File: config.mk
export PLATFORM = sky130hd
export DESIGN_NAME = pipeline_sequencer
export DESIGN_NICKNAME = d
export VERILOG_FILES = /design/src/rtl/pipeline_sequencer.sv
export SDC_FILE = /design/constraint.sdc
export NUM_CORES = 1
export LEC_CHECK = 0
export CAP_MARGIN = 20
export CORE_MARGIN = 4
export CORE_UTILIZATION = 53
export CTS_BUF_LIST = sky130_fd_sc_hd__clkbuf_2
export DETAILED_ROUTE_END_ITERATION = 7
export HOLD_SLACK_MARGIN = 0.02
export PLACE_DENSITY_LB_ADDON = 0.2
export SYNTH_ARGS = -nofsm -noshare
export SYNTH_HDL_FRONTEND = slang
export SYNTH_SLANG_ARGS = --single-unit
File: constraint.sdc
create_clock -name clk -period 2.1 [get_ports clk]
set_input_delay 0.315 -clock clk [delete_from_list [all_inputs] [get_ports clk]]
set_output_delay 0.315 -clock clk [all_outputs]
set_load 0.1 [all_outputs]
File: src/rtl/pipeline_sequencer.sv
// pipeline_sequencer: stall/flush arbiter for the 5-stage pipeline.
// Drives per-stage enables, flush/bubble controls and saturating event counters.
module pipeline_sequencer #(
    parameter int MD_CYCLES = 8,
    parameter int CNT_W     = 16
) (
    input  logic             clk,
    input  logic             rst_n,
    input  logic             load_use,
    input  logic             redirect,
    input  logic             mem_req,
    input  logic             mem_ack,
    input  logic             md_start,
    output logic             pc_en,
    output logic             if_id_en,
    output logic             id_ex_en,
    output logic             ex_mem_en,
    output logic             mem_wb_en,
    output logic             flush_if_id,
    output logic             bubble_id_ex,
    output logic             md_busy,
    output logic [CNT_W-1:0] stall_cnt,
    output logic [CNT_W-1:0] flush_cnt
);
    typedef enum logic [1:0] {RUN, MEM_WAIT, MD_WAIT} state_t;
    localparam logic [7:0] MD_INIT = 8'(MD_CYCLES - 1);
    state_t state_q, state_d;
    logic [7:0] md_cnt_q, md_cnt_d;
    logic pend_q, pend_d;
    logic [CNT_W-1:0] stall_q, stall_d, flush_q, flush_d;
    logic [4:0] en;
    logic flush, bubble, busy, redir, run_eval;
    always_comb begin
        state_d  = state_q;
        md_cnt_d = md_cnt_q;
        pend_d   = pend_q;
        en       = 5'b11111;
        flush    = 1'b0;
        bubble   = 1'b0;
        busy     = 1'b0;
        redir    = redirect;
        run_eval = 1'b0;
        case (state_q)
            RUN: begin
                if (mem_req && !mem_ack) begin
                    en      = 5'b00000;
                    state_d = MEM_WAIT;
                    pend_d  = redirect;
                end else begin
                    run_eval = 1'b1;
                end
            end
            MEM_WAIT: begin
                if (!mem_ack) begin
                    en = 5'b00000;
                end else begin
                    run_eval = 1'b1;
                    redir    = pend_q | redirect;
                    pend_d   = 1'b0;
                    state_d  = RUN;
                end
            end
            MD_WAIT: begin
                busy = 1'b1;
                if (mem_req && !mem_ack) begin
                    en = 5'b00000;
                end else begin
                    en       = 5'b00011;
                    md_cnt_d = md_cnt_q - 8'd1;
                    state_d  = (md_cnt_q == 8'd1) ? RUN : MD_WAIT;
                end
            end
            default: state_d = RUN;
        endcase
        // Run-cycle arbitration: mul/div > redirect > load-use
        if (run_eval) begin
            if (md_start) begin
                en       = 5'b00011;
                md_cnt_d = MD_INIT;
                state_d  = MD_WAIT;
            end else if (redir) begin
                flush  = 1'b1;
                bubble = 1'b1;
            end else if (load_use) begin
                en     = 5'b00111;
                bubble = 1'b1;
            end
        end
        if (!rst_n) begin
            en     = 5'b00000;
            flush  = 1'b0;
            bubble = 1'b0;
            busy   = 1'b0;
        end
        stall_d = (!en[4] && stall_q != '1) ? stall_q + 1'b1 : stall_q;
        flush_d = (flush && flush_q != '1) ? flush_q + 1'b1 : flush_q;
    end
    always_ff @(posedge clk or negedge rst_n) begin
        if (!rst_n) begin
            state_q  <= RUN;
            md_cnt_q <= '0;
            pend_q   <= 1'b0;
            stall_q  <= '0;
            flush_q  <= '0;
        end else begin
            state_q  <= state_d;
            md_cnt_q <= md_cnt_d;
            pend_q   <= pend_d;
            stall_q  <= stall_d;
            flush_q  <= flush_d;
        end
    end
    assign {pc_en, if_id_en, id_ex_en, ex_mem_en, mem_wb_en} = en;
    assign flush_if_id  = flush;
    assign bubble_id_ex = bubble;
    assign md_busy      = busy;
    assign stall_cnt    = stall_q;
    assign flush_cnt    = flush_q;
endmodule

==> results.sh <==
export IMPL_grt_overflow=0
export IMPL_core_rowCount=23
export IMPL_worst_path_buf_inv=2
export IMPL_fin_nets=292
export IMPL_start_kind="flop"
export IMPL_hp_class="in2async"
export IMPL_fp_dieH_um=73.4
export IMPL_routed_wl_um=5040
export IMPL_synthToLayoutAreaGrowth_pct=37.0
export IMPL_synth_nets=218
export IMPL_layout_drive_gt1_share_pct=42.2
export IMPL_cts_buffers=5
export IMPL_synth_largest_area_cell="dfrtp_1"
export IMPL_ys_top_cells_by_area="dfrtp_1 (48%), xor2_1 (8.1%), xnor2_1 (6.2%)"
export IMPL_cp_data_arrival_time_ns=1.75
export IMPL_dpl_hpwl_um=3640
export IMPL_num_vias=1812
export IMPL_yosysWarningCount=0
export IMPL_maxCapViolations=0
export IMPL_track_usage_pct=20.4
export IMPL_max_slew_margin_rel_pct=69.7
export IMPL_wire_per_inst_um=15.2
export IMPL_path_depth=5
export IMPL_cts_max_path_buffers=2
export IMPL_tightest_slew_ns=0.451
export IMPL_met3_usage_pct=4.79
export IMPL_async_reset_ff_share_pct=100
export IMPL_slew_violations=0
export IMPL_reg2regPathDepth=6
export IMPL_gr_max_usage_layer="met2"
export IMPL_crit_path_end_kind="output pin"
export IMPL_synthTopCellsByCount="dfrtp_1 (43), xor2_1 (21), nor2_1 (16), xnor2_1 (16), nand2_1 (14)"
export IMPL_gp_congestion=0.798
export IMPL_fin_crit_ns=2.07
export IMPL_path_clk_slew_ns=0.18
export IMPL_die_area_um2=5380
export IMPL_synthDistinctLibCells=38
export IMPL_rsz0062_at_grt="yes"
export IMPL_drc=0
export IMPL_die_width_um=73.4
export IMPL_setup_viol=0
export IMPL_io_pins=47
export IMPL_power_density_nw_per_um2=1350
export IMPL_critPathMaxFanout=4
export IMPL_ys_flop_type="dfrtp_1"
export IMPL_clk_latency_ns=0.41
export IMPL_crit_family="flip-flops"
export IMPL_synthCells=207
export IMPL_cp_data_required_time_ns=1.78
export IMPL_path_class="reg2out"
export IMPL_grtUsageMet2_pct=32.7
export IMPL_fillers=272
export IMPL_ant_nets=0
export IMPL_start_util_pct=55.8
export IMPL_avgSynthCellArea_um2=10.9
export IMPL_h_tree_depth=2
export IMPL_met1_usage_pct=27.2
export IMPL_synth_edff_count=0
export IMPL_firstDrtPassIters=5
export IMPL_drt_iter0_markers=73
export IMPL_fp_coreArea_um2=4060
export IMPL_synth_top_area_share_pct=47.5
export IMPL_yosysMostFrequentCell="dfrtp_1"
export IMPL_worstReg2RegStart="stall_cnt[6]"
export IMPL_peakVddDrop_uv=874
export IMPL_antenna_found_initial=0
export IMPL_cellLeakagePower_uw=0.00136
export IMPL_antenna_cells=0
export IMPL_cts_root_buf="clkbuf_2"
export IMPL_status="completed"
export IMPL_hold_violations=0
export IMPL_fin_crit_sh_pct=98.4
export IMPL_timing_clock_skew_ns=0.0227
export IMPL_grt_pass1_wl_um=8540
export IMPL_crit_chain="nor3b_4 > a32oi_2 > a31oi_4 > buf_6 > buf_12"
export IMPL_grt_max_degree=38
export IMPL_clock_sinks=43
export IMPL_clock_fmax_mhz=484
export IMPL_io_buffers=46
export IMPL_critPathMaxStageDelay_ns=0.51
export IMPL_synth_seq_cells=43
export IMPL_fin_util_pct=76.4
export IMPL_tns_ns=0
export IMPL_yosysSeqAreaShare_pct=47.5
export IMPL_cp_slowest_cell="dfrtp_2"
export IMPL_crit_start="state_q[1]"
export IMPL_first_global_vias=1812
export IMPL_syn_area_um2=2260
export IMPL_routed_via_density=5.46
export IMPL_cts_tree="done"
## final cells by class
type,instances,area (um^2),area share [%]
tap,50,62.6,2.02
inverter,6,25.0,0.807
sequential,43,1120,36.0
clock inverter,2,8.76,0.282
clock buffer,6,30.0,0.968
timing repair buffer,75,712,23.0
multi-input combinational,150,1150,37.0
## path summary, 6_finish.rpt
kind	to	slack (ns)
max	if_id_en	0.03
min	state_q[0]	0.27
max reg2reg	stall_cnt[2]	0.17
min reg2reg	flush_cnt[12]	0.51
max in group asynchronous	flush_cnt[8]	0.98
min in group clk	flush_cnt[12]	0.51
## kinds of logic (layout without fill, tap and decap cells)
group	count (synthesis)	in the layout	synth area share, %
flip-flops	43	43	47.5
XOR/XNOR	37	37	14.3
multiplexers	2	2	0.995
AND/OR/NAND/NOR	93	93	24.0
adder cells (fa/ha/maj)	4	4	2.21
buffers and inverters	14	89	4.31
AO/OA/AOI/OAI	14	14	6.58
## sequential cells by signal (all words and copies together) (netlist names)
signal,cells
flush_cnt,16
md_cnt_q,8
stall_cnt,16
state_q,2
pend_q,1
## cell usage in the layout (no fill, tap or decap), types with 6 or more instances in the layout
master    count
and3_1        8
buf_12       10
buf_4        55
clkbuf_2      6
dfrtp_1      17
dfrtp_2      23
nand2_1      13
nand3_1      11
nand4_1      12
nor2_1       15
xnor2_1      16
xor2_1       21
## metrics by stage
stage | setup slack (ns) | hold slack, ns | cell area [um^2] | cells | power [uW]
final | 0.0343 | 0.270 | 3100 | 332 | 4180
after global routing | -0.0889 | 0.219 | 3100 | 332 | 4400
after CTS | 0.00236 | 0.245 | 3040 | 326 | 4140
after detailed placement | -0.155 | 0.116 | 2910 | 312 | 3720
after global placement | -0.0224 | 0.121 | 2910 | 312 | 3680
after floorplan | -0.201 | 0.0194 | 2310 | 207 | 3120
## timing repair
item	CTS	global route
endpoints found under the hold margin	6	0
gates resized for setup	10	4
hold buffers	1	0
buffers inserted	5	7
setup endpoints to repair	5	9
pin swaps	0	5
## metal layers
metal | up-vias | part of all wire, %
met5 | - | 0
met4 | 0 | 1.2
met3 | 7 | 5.2
met2 | 40 | 49
met1 | 882 | 44
li1 | 883 | -
## where the power goes
part / total [uW] / internal [uW] / leakage (uW) / switching [uW]
sequential: 1380 / 1090 / 0.000508 / 286
combinational: 2470 / 715 / 0.000822 / 1750
clock: 336 / 81.8 / 0.0000304 / 254
total: 4180 / 1890 / 0.00136 / 2290
Power figures use the tool's default switching activity.
